### config.mk
export PLATFORM = sky130hd
export DESIGN_NAME = gpio_config_loader
export DESIGN_NICKNAME = d
export VERILOG_FILES = /design/src/rtl/gpio_config_loader.sv
export SDC_FILE = /design/constraint.sdc
export NUM_CORES = 1
export LEC_CHECK = 0
export BUFFER_PORTS_ARGS = -buffer_cell sky130_fd_sc_hd__buf_2
export CAP_MARGIN = 10
export CORE_ASPECT_RATIO = 1.1
export CORE_MARGIN = 5
export CORE_UTILIZATION = 35
export CTS_BUF_LIST = sky130_fd_sc_hd__clkbuf_8
export DETAILED_ROUTE_END_ITERATION = 7
export GPL_TIMING_DRIVEN = 0
export RECOVER_POWER = 25
export SLEW_MARGIN = 20
export SYNTH_ARGS = -nofsm -noshare
export SYNTH_HDL_FRONTEND = slang
export SYNTH_SLANG_ARGS = --single-unit
### constraint.sdc
create_clock -name wb_clk_i -period 2.8 [get_ports wb_clk_i]
set_input_delay 0.14 -clock wb_clk_i [delete_from_list [all_inputs] [get_ports wb_clk_i]]
set_output_delay 0.14 -clock wb_clk_i [all_outputs]
set_load 0.02 [all_outputs]
### src/rtl/gpio_config_loader.sv
// Purpose: GPIO pad config register, loaded from static defaults or a daisy-chained serial shift register.
// Latency: cfg and cfg_updated change one cycle after a serial_load/defaults_req strobe; decoded outputs add no latency.
// Backpressure: none; strobes are always accepted, and the lower-priority strobes are dropped when strobes coincide.
//
// Optional feature macro: GPIO_CFG_READBACK_EN adds the cfg_shadow/bit_cnt_o readback ports and suppresses
// no-change loads (shift_reg equal to cfg).
//
// Ports:
//   wb_clk_i, wb_rst_i        clock and synchronous active-high reset
//   gpio_defaults             static power-on config word
//   serial_data_in/_shift     serial bit (MSB first) and its shift strobe
//   serial_load               commit shift register to cfg (only valid after a full fill)
//   defaults_req              reload cfg from gpio_defaults and clear the shift path
//   serial_data_out           shift_reg MSB, for chaining to the next pad
//   cfg / cfg_updated         active config word and its one-cycle change pulse
//   load_err                  sticky flag for an under-filled load
//   mgmt_ena .. dm            decoded fields of cfg
module gpio_config_loader #(
    parameter int GPIO_CFG_WIDTH = 13
) (
    input  logic                      wb_clk_i,
    input  logic                      wb_rst_i,
    input  logic [GPIO_CFG_WIDTH-1:0] gpio_defaults,
    input  logic                      serial_data_in,
    input  logic                      serial_shift,
    input  logic                      serial_load,
    input  logic                      defaults_req,
    output logic                      serial_data_out,
    output logic [GPIO_CFG_WIDTH-1:0] cfg,
    output logic                      cfg_updated,
    output logic                      load_err,
`ifdef GPIO_CFG_READBACK_EN
    output logic [GPIO_CFG_WIDTH-1:0] cfg_shadow,
    output logic [3:0]                bit_cnt_o,
`endif
    output logic                      mgmt_ena,
    output logic                      outenb,
    output logic                      holdover,
    output logic                      inp_dis,
    output logic                      ib_mode_sel,
    output logic                      analog_en,
    output logic                      analog_sel,
    output logic                      analog_pol,
    output logic                      slow_sel,
    output logic                      vtrip_sel,
    output logic [2:0]                dm
);

    typedef enum logic [1:0] {
        IDLE  = 2'd0,
        FILL  = 2'd1,
        ARMED = 2'd2
    } state_t;

    localparam logic [3:0] FULL_CNT = 4'(GPIO_CFG_WIDTH);

    state_t                    state_q, state_d;
    logic [3:0]                bit_cnt_q, bit_cnt_d;
    logic [GPIO_CFG_WIDTH-1:0] shift_q, shift_d;
    logic [GPIO_CFG_WIDTH-1:0] cfg_q, cfg_d;
    logic                      upd_q, upd_d;
    logic                      err_q, err_d;
    logic                      load_apply;

    // A commit that would not change cfg is suppressed when readback is built in.
`ifdef GPIO_CFG_READBACK_EN
    assign load_apply = (shift_q != cfg_q);
`else
    assign load_apply = 1'b1;
`endif

    always_ff @(posedge wb_clk_i) begin
        if (wb_rst_i) begin
            state_q   <= IDLE;
            bit_cnt_q <= 4'd0;
            shift_q   <= '0;
            cfg_q     <= gpio_defaults;
            upd_q     <= 1'b0;
            err_q     <= 1'b0;
        end else begin
            state_q   <= state_d;
            bit_cnt_q <= bit_cnt_d;
            shift_q   <= shift_d;
            cfg_q     <= cfg_d;
            upd_q     <= upd_d;
            err_q     <= err_d;
        end
    end

    // Strobe priority: defaults_req, then serial_load, then serial_shift.
    always_comb begin
        state_d   = state_q;
        bit_cnt_d = bit_cnt_q;
        shift_d   = shift_q;
        cfg_d     = cfg_q;
        upd_d     = 1'b0;
        err_d     = err_q;

        if (defaults_req) begin
            cfg_d     = gpio_defaults;
            shift_d   = '0;
            bit_cnt_d = 4'd0;
            state_d   = IDLE;
            upd_d     = 1'b1;
        end else if (serial_load) begin
            if (state_q == ARMED) begin
                if (load_apply) begin
                    cfg_d     = shift_q;
                    upd_d     = 1'b1;
                    err_d     = 1'b0;
                    bit_cnt_d = 4'd0;
                    state_d   = IDLE;
                end
            end else begin
                err_d     = 1'b1;
                bit_cnt_d = 4'd0;
                state_d   = IDLE;
            end
        end else if (serial_shift) begin
            shift_d   = {shift_q[GPIO_CFG_WIDTH-2:0], serial_data_in};
            bit_cnt_d = (bit_cnt_q >= FULL_CNT) ? FULL_CNT : bit_cnt_q + 4'd1;
            state_d   = (bit_cnt_d == FULL_CNT) ? ARMED : FILL;
        end
    end

    assign serial_data_out = shift_q[GPIO_CFG_WIDTH-1];
    assign cfg             = cfg_q;
    assign cfg_updated     = upd_q;
    assign load_err        = err_q;

`ifdef GPIO_CFG_READBACK_EN
    assign cfg_shadow = shift_q;
    assign bit_cnt_o  = bit_cnt_q;
`endif

    assign mgmt_ena    = cfg_q[0];
    assign outenb      = cfg_q[1];
    assign holdover    = cfg_q[2];
    assign inp_dis     = cfg_q[3];
    assign ib_mode_sel = cfg_q[4];
    assign analog_en   = cfg_q[5];
    assign analog_sel  = cfg_q[6];
    assign analog_pol  = cfg_q[7];
    assign slow_sel    = cfg_q[8];
    assign vtrip_sel   = cfg_q[9];
    assign dm          = cfg_q[12:10];

endmodule

# Word-level counts from Yosys, hierarchy flattened

Cells that the tools add are included.

$add $sub $neg: 1
Mux-type cells: 10
Equality and inequality tests: 2
Magnitude comparators: 1
Reduce and logical (&&, ||, !) cells: 7
Bitwise gates (word level): 2

Operators with widths:

| cell                  | number |
|---|---|
| $mux W13              | 4 |
| $reduce_and A2 Y1     | 3 |
| $reduce_bool A3 Y1    | 2 |
| $add A4 B1 Y4 const B | 1 |
| $eq A4 B4 Y1 const B  | 1 |
| $ge A4 B4 Y1 const B  | 1 |
| $mux W1               | 4 |
| $mux W4               | 1 |
| $reduce_or A3 Y1      | 1 |
| $eq A2 B2 Y1 const B  | 1 |
| $mux W2               | 1 |
| $not A1 Y1            | 2 |
| $reduce_or A2 Y1      | 1 |

Logic and storage cells: 29
Register bits: 34

# Longest topological paths before layout

Gate-level depths: netlist of the first run.

Depth in word-level cells: 5
Depth in mapped cells: 5

# Worst setup path before layout of the first run

Ideal clock, no wire load.

Path kind: flip-flop to flip-flop
Start point: reg bit_cnt_q[0]
End point: reg state_q[0]
Setup slack: 1.402 ns
Period minus slack after synthesis: 1.398 ns
Setup time: 0.119 ns
Data arrival time: 1.280 ns
Cell stages (with the launch flop): 6
Cell sequence: dfxtp_1 > inv_1 > ha_1 > nor3b_1 > a32oi_2 > o221a_1

Word-level cells in the longest chain between the ends: 4
Elaborated cells on any way between the ends: 5
Those cells by class: add/sub: 1; order compare: 1; eq/ne: 1; mux: 2

Ends and longest elaborated chain:

| item                                                 | line | RTL |
|---|---|---|
| from (decl)                                          | 58   | `logic [3:0] bit_cnt_q, bit_cnt_d;` |
| from (signal assigned)                               | 82   | `bit_cnt_q <= bit_cnt_d;` |
| $add A4 B1 Y4 / $ge A4 B4 Y1 (equally long branches) | 121  | `bit_cnt_d = (bit_cnt_q >= FULL_CNT) ? FULL_CNT : bit_cnt_q + 4'd1;` |
| $mux W4 (*)                                          | 121  |  |
| $eq A4 B4 Y1 (*)                                     | 122  | `state_d = (bit_cnt_d == FULL_CNT) ? ARMED : FILL;` |
| $mux W2 (*)                                          | 122  |  |
| to (signal assigned)                                 | 81   | `state_q <= state_d;` |
| to (decl)                                            | 57   | `state_t state_q, state_d;` |

Mark *: on every way between the ends. The rest lies on a longest branch, timed or not.
A chain may end at the register's enable or synchronous reset.

# Final worst setup path of the first run

Start point: reg bit_cnt_q[0]
End point: reg state_q[1]

The elaborated chain is that of the path after synthesis.

==> results of run 1 <==
## synth_stat cells (2+ instances only)
master | n | area (µm²)
nand2_1 | 70 | 263
dfxtp_1 | 21 | 420
a21oi_1 | 16 | 80.1
buf_4 | 16 | 120
edfxtp_1 | 13 | 390
ha_1 | 3 | 37.5
inv_1 | 3 | 11.3
buf_2 | 2 | 10.0
buf_6 | 2 | 22.5
mux2i_1 | 2 | 20.0
nor2_1 | 2 | 7.51
nor2b_1 | 2 | 12.5
nor3b_1 | 2 | 15.0
## final cells by class
type	count	area, µm²
Buffer	20	136
Clock buffer	5	68.8
Clock inverter	3	12.5
Fill cell	433	2390
Inverter	3	11.3
Multi-Input combinational cell	119	618
Sequential cell	34	811
Tap cell	54	67.6
Timing Repair Buffer	47	234
## through the flow
step	area, µm²	worst slack, ns	utilization, %	hold slack, ns	power, mW
6_report	1960	1.25	45.1	0.0964	1.06
3_5_place_dp	1900	1.16	43.6	0.374	0.741
5_1_grt	1960	1.14	45.1	0.109	1.12
2_1_floorplan	1590	1.40	-	0.209	0.678
4_1_cts	1980	1.25	45.5	0.0690	1.08
3_3_place_gp	1900	1.18	43.6	0.372	0.738
## worst paths after layout
| path | startpoint | to | slack (ns) | cells past startpoint |
|---|---|---|---|---|
| hold reg to reg | shift_q[4] | shift_q[5] | 0.47 | 2 |
| setup / recovery | bit_cnt_q[0] | state_q[1] | 1.25 | 5 |
| hold / removal | serial_data_in | shift_q[0] | 0.1 | 3 |
| setup reg to reg | bit_cnt_q[0] | state_q[1] | 1.25 | 5 |
## kinds of logic (layout without fill, tap and decap cells)
group	after synthesis	count (layout)	synth area share, %
AOI/OAI and AO/OA	26	26	10.9
muxes	2	2	1.26
and+or+nand+nor	87	87	23.7
xor gates and xnor gates	1	1	0.550
adders and majority gates	3	3	2.36
buffers and inverters	23	78	10.3
DFF	34	34	50.9
## state kept, by name, indices dropped and copies added (netlist names)
register / flops
cfg_updated: 1
state_q: 2
load_err: 1
bit_cnt_q: 4
shift_q: 13
cfg: 13
## metal layers
metal  wire, µm  GRT usage, %  share of wire (%)  vias up
met5          0             0                  0        -
met4         51          4.98                1.6        0
met3        292          5.20                8.9        6
met2       1560          19.0                 48       40
met1       1360          13.5                 42      582
li1           -             -                  -      676
## power breakdown
part	internal [mW]	switching, mW
Clock	0.167	0.169
Sequential	0.538	0.00995
Combinational	0.0704	0.105
Total	0.776	0.284
## critical path, stage by stage, from the launching register on
cell and delay, ns:
dfxtp_1 0.47, inv_1 0.08, ha_1 0.31, nor3b_1 0.24, a32oi_2 0.11, a221oi_2 0.27
==> impl_metrics.toml, run 1 <==
[die]
ioPinCount = 48
rows = 25
dieWidth_um = 74.3
dieArea_um2 = 6000
start_util_pct = 36.6
die_y_um = 80.8
coreArea_um2 = 4350

[global_route]
antenna_found_initial = 0
grt_pass1_vias = 1223
grt_max_degree = 14
grt_pass1_wl_mm = 5.38
gr-total-overflow = 0
grt_use_total_pct = 11.8

[final_layout]
final_nets = 252
drive_gt1_share_pct = 32.0
fin_cells = 285
syn2layout_area_growth_pct = 23.0
diodes = 0
final_common_cell = "nand2_1"
final_cell_mix = "nand2_1 (70), buf_2 (47), dfxtp_1 (21), buf_4 (16), a21oi_1 (16)"

[placed_design]
place.gp.congestion = 0.802
hpwlAfterDp_mm = 2.40
io_buffers = 47
dp.cells = 277

[clock_network]
cts_tree = "yes"
cts-resized-gates = 0
clk_pin_slew_ns = 0.07
holdBufCountCts = 0
cts_setup_buffers = 0
h-tree-depth = 2
cts_root_buf = "clkbuf_8"
cts_buffers = 5
cts_sinks = 34
clkLatencyLatePin_ns = 0.28
clock_path_buffers = 2

[power]
power_leakage_nw = 0.891
peakVddDrop_mv = 0.313
powerDensity_nw_per_um2 = 541

[worst_setup_path]
crit_path_end_kind = "flip-flop"
critPathLaunchType = "flip-flop"
cp_max_fo = 8
critPathKind = "flip-flop to flip-flop"
cp.required_ns = 3.00
worstPathArrival_ns = 1.75

[timing]
finClkSkew_ns = 0.00273
max_slew_margin_pct = 60.9
period_share_pct = 55.4
finalHoldViolCount = 0
tightestPinTransition_ns = 0.585
maxSlewViolCount = 0
tns_ns = 0
fin_crit_ns = 1.55
rsz0062_at_grt = "no"
max_freq_ghz = 0.644
setup_viol = 0

[routing]
post-route-drc-count = 0
wl_mm = 3.27
antenna_left = 0
vias = 1304
drtPass1Iterations = 4
drtIter0Drc = 62
wl_per_cell_um = 11.5
drt-vias-per-instance = 4.58

[yosys]
postSynth.asyncResetShare_pct = 0
synth_flop_cell = "dfxtp_1"
synth_cell_types = 35
synth_area_um2 = 1590
synth_edf_count = 13
synth_fp_nets = 198
yosysSeqAreaShare_pct = 50.9
ys_warn_count = 0
postSynthAreaPerCell_um2 = 9.05
synthCells = 176
ys_seq_elements = 34

[worst_hold_path]
min_path_type = "primary input to flip-flop"

[run_status]
status = "finished, final reports clean"

[job]
drv_cap = 0
Power figures use the tool's default switching activity.
==> run 2, diff against run 1 <==
==> constraint.sdc (replaced) <==
create_clock -name wb_clk_i -period 1.4 [get_ports wb_clk_i]
set_input_delay 0.07 -clock wb_clk_i [delete_from_list [all_inputs] [get_ports wb_clk_i]]
set_output_delay 0.07 -clock wb_clk_i [all_outputs]
set_load 0.02 [all_outputs]
==> impl_metrics.toml, run 2 (synthesized netlist as in run 1, its figures left out) <==
[run_status]
status = "finished, final reports clean"

[routing]
drtPass1Iterations = 4
antenna_left = 0
wl_mm = 3.39
drt-vias-per-instance = 4.57
wl_per_cell_um = 11.7
vias = 1321
post-route-drc-count = 0
drtIter0Drc = 57

[final_layout]
final_cell_mix = "nand2_1 (69), buf_2 (47), buf_4 (19), dfxtp_1 (19), a21oi_1 (16)"
diodes = 0
syn2layout_area_growth_pct = 26.8
drive_gt1_share_pct = 35.7
final_nets = 256
final_util_pct = 46.4
final_common_cell = "nand2_1"

[clock_network]
clk_pin_slew_ns = 0.07
cts_root_buf = "clkbuf_8"
clkLatencyLatePin_ns = 0.29
cts_buffers = 5
cts_tree = "yes"
h-tree-depth = 2
clock_path_buffers = 2
cts_sinks = 34

[power]
power_leakage_nw = 0.915
powerDensity_nw_per_um2 = 1060
peakVddDrop_mv = 0.626

[die]
start_util_pct = 36.6
ioPinCount = 48
dieArea_um2 = 6000
die_y_um = 80.8
rows = 25
coreArea_um2 = 4350
dieWidth_um = 74.3

[timing]
maxSlewViolCount = 0
period_share_pct = 95.0
finalHoldViolCount = 0
tightestPinTransition_ns = 0.452
fin_hold_ws_ns = 0.0266
fin_crit_ns = 1.33
max_freq_ghz = 0.752
max_slew_margin_pct = 69.9
rsz0062_at_grt = "no"
setup_viol = 0
finClkSkew_ns = 0.00546

[worst_setup_path]
ff2ff_setup_slack_ns = 0.07
crit_chain = "inv_2 > ha_1 > nand2b_2 > a32oi_2 > o221a_1"
reg2reg_from = "bit_cnt_q[1]"
slowest_delay_ns = 0.34
cp_max_fo = 4
worstPathArrival_ns = 1.56
critPathLaunchType = "flip-flop"
cp.required_ns = 1.63
cpMaxStageDelayCell = "dfxtp_2"
critPathKind = "flip-flop to flip-flop"
crit_path_end_kind = "flip-flop"
startpoint = "bit_cnt_q[1]"

[global_route]
antenna_found_initial = 0
grt_max_degree = 14
grt_pass1_vias = 1228
grt_use_total_pct = 11.8
grt_pass1_wl_mm = 5.39
gr-total-overflow = 0

[placed_design]
place.gp.congestion = 0.802
io_buffers = 47
hpwlAfterDp_mm = 2.40

[worst_hold_path]
min_path_type = "primary input to flip-flop"
worstHoldStart = "serial_data_in"

[job]
drv_cap = 0
[run 2: changes by cell type in the layout (fill, tap and decap cells not counted), sizes merged]
cell	delta
dlygate4sd3	+1
buf	+3
[run 2: what timing repair did]
item | CTS | global route
endpoints found under the setup margin | 15 | 2
hold buffers | 1 | 0
setup buffers | 0 | 3
endpoints found under the hold margin | 1 | 0
gates resized for setup | 4 | 4
pin swaps | 0 | 3
[run 2: path summary, 6_finish.rpt]
check / to / depth (start not counted)
worst min register to register: shift_q[1] / 2
worst max register to register: state_q[0] / 5
worst min-delay path: shift_q[0] / 3
worst max-delay path: state_q[0] / 5
[run 2: power by group]
part / internal [mW] / switching [mW]
Combinational: 0.147 / 0.214
Sequential: 1.08 / 0.0193
Clock: 0.334 / 0.342
[run 2: layout make-up]
cell class	instances	area (µm²)
buffer	20	136
clock buffer	5	68.8
clock inverter	3	12.5
fill	429	2330
inverter	3	11.3
multi-input combinational	119	641
sequential	34	816
tap	54	67.6
timing repair buffer	51	267
[run 2: worst max-delay path, delay by kind of cell, from the launching register on]
family,cells,cell delay [ns]
AOI/OAI and AO/OA,2,0.47
DFF,1,0.34
buffers and inverters,1,0.06
and+or+nand+nor,1,0.21
adders and majority gates,1,0.19
[run 2: routing by layer]
layer	GRT usage [%]	vias up	part of all wire (%)
li1	-	685	-
met1	13.5	598	41
met2	19.1	32	49
met3	5.20	6	8.2
met4	4.98	0	1.5
met5	0	-	0
[run 2: through the flow]
stage	setup WS (ns)	instance area (µm²)	power (mW)	cells	TNS [ns]
floorplan	0.00161	1590	1.36	176	0
global placement	-0.155	1900	1.48	277	-2.23
detailed placement	-0.172	1900	1.48	277	-2.51
CTS	0.00217	2000	2.16	286	0
global route	0.00680	2020	2.24	289	0
finish	0.0705	2020	2.13	289	0
==> run 3, diff against run 2 <==
==> constraint.sdc (replaced) <==
create_clock -name wb_clk_i -period 1.6 [get_ports wb_clk_i]
set_input_delay 0.08 -clock wb_clk_i [delete_from_list [all_inputs] [get_ports wb_clk_i]]
set_output_delay 0.08 -clock wb_clk_i [all_outputs]
set_load 0.02 [all_outputs]
==> impl_metrics.toml, run 3 (synthesized netlist as in run 1, its figures left out) <==
[worst_setup_path]
ff2ff_setup_slack_ns = 0.14
critPathTopFamily = "simple AND/OR/NAND/NOR gates"
cp_max_fo = 13
startpoint = "state_q[1]"
cpMaxStageDelayCell = "nand2_1"
cp.required_ns = 1.52
crit_top_cell = "nand2_1"
reg2reg_to = "cfg[5]"
crit_chain = "nor2b_1 > nand2_1 > nand2_1"
r2r_cells = 3
critPathLaunchType = "flip-flop"
reg2reg_from = "state_q[1]"
crit_path_end_kind = "flip-flop"
worstPathArrival_ns = 1.38
critPathKind = "flip-flop to flip-flop"
slowest_delay_ns = 0.45
critical_path_depth = 3
crit_end = "cfg[5]"
cp.buffers_inverters = 0

[placed_design]
place.gp.congestion = 0.802
io_buffers = 47
dp.cells = 277
place_ws_ns = 0.0176
hpwlAfterDp_mm = 2.40

[timing]
fin_hold_ws_ns = 0.0364
tns_ns = 0
tightestPinTransition_ns = 0.585
rsz0062_at_grt = "no"
setup_viol = 0
max_freq_ghz = 0.684
finalHoldViolCount = 0
period_share_pct = 91.4
fin_crit_ns = 1.46
finClkSkew_ns = 0.00273
maxSlewViolCount = 0
fin_ws_ns = 0.137
max_slew_margin_pct = 60.9

[clock_network]
clk_pin_slew_ns = 0.07
clkLatencyLatePin_ns = 0.28
cts_buffers = 5
clock_path_buffers = 2
cts_tree = "yes"
holdBufCountCts = 0
h-tree-depth = 2
cts_root_buf = "clkbuf_8"
cts_sinks = 34

[routing]
drt-vias-per-instance = 4.58
vias = 1304
wl_per_cell_um = 11.5
post-route-drc-count = 0
antenna_left = 0
drtPass1Iterations = 4
wl_mm = 3.27
drtIter0Drc = 62

[final_layout]
final_nets = 252
syn2layout_area_growth_pct = 23.1
final_common_cell = "nand2_1"
fin_cells = 285
diodes = 0
fill_cells = 432
drive_gt1_share_pct = 32.5
final_cell_mix = "nand2_1 (70), buf_2 (47), dfxtp_1 (20), buf_4 (16), a21oi_1 (16)"

[worst_hold_path]
min_path_type = "primary input to flip-flop"

[global_route]
antenna_found_initial = 0
grt_use_met2_pct = 19.0
grt_use_total_pct = 11.8
grt.busiest_layer = "met2"
use_met1_pct = 13.5
grtUsageMet3_pct = 5.20
grt_pass1_wl_mm = 5.38
grt_pass1_vias = 1223
grt_max_degree = 14
gr-total-overflow = 0

[power]
peakVddDrop_mv = 0.548
power_leakage_nw = 0.892
powerDensity_nw_per_um2 = 946
total_power_mw = 1.86

[run_status]
status = "finished, final reports clean"

[job]
drv_cap = 0

[die]
die_y_um = 80.8
start_util_pct = 36.6
coreArea_um2 = 4350
rows = 25
dieArea_um2 = 6000
dieWidth_um = 74.3
ioPinCount = 48
==> run 3: cell count changes in the layout (fill, tap and decap cells not counted), sizes merged <==
| cell | change |
|---|---|
| buf | -3 |
| dlygate4sd3 | -1 |
==> run 3: routing by layer <==
metal  part of all wire, %  up-vias
met5                     0        -
met4                   1.6        0
met3                   8.9        6
met2                    48       40
met1                    42      582
li1                      -      676
==> run 3: how the worst min path moves through the flow <==
stage	from	to	slack (ns)	cells after the start
after floorplan	wb_rst_i	cfg_updated	0.15	1
after global placement	wb_rst_i	cfg_updated	0.31	2
after detailed placement	wb_rst_i	cfg_updated	0.31	2
after CTS	wb_rst_i	cfg_updated	0.009	2
after global routing	serial_data_in	shift_q[0]	0.05	3
final	serial_data_in	shift_q[0]	0.04	3
==> run 3: report_power, final <==
part	internal, mW	switching [mW]	leakage [nW]
Combinational	0.123	0.184	0.539
Clock	0.292	0.296	0.0468
Sequential	0.942	0.0174	0.306
==> run 3: worst reg2reg max path, cell delays in order (launching register included) <==
cell	delay [ns]
dfxtp_1	0.34
nor2b_1	0.20
nand2_1	0.10
nand2_1	0.45
==> run 3: area by class of cell <==
class                      count  area [µm²]  share of cell area [%]
inverter                       3        11.3                   0.574
timing repair buffer          47         234                    11.9
clock buffer                   5        68.8                    3.51
multi-input combinational    119         618                    31.5
buffer                        20         136                    6.96
sequential                    34         812                    41.4
tap                           54        67.6                    3.45
clock inverter                 3        12.5                   0.638
==> run 3: stage by stage <==
stage,util (%),area (µm²)
2_1_floorplan,-,1590
3_3_place_gp,43.6,1900
3_5_place_dp,43.6,1900
4_1_cts,45.5,1980
5_1_grt,45.1,1960
6_report,45.1,1960
==> run 3: timing repair <==
item	4_1_cts	5_1_grt
gates resized for setup	0	1
endpoints found under the setup margin	0	2
setup buffers	0	0
hold endpoints to repair	0	0
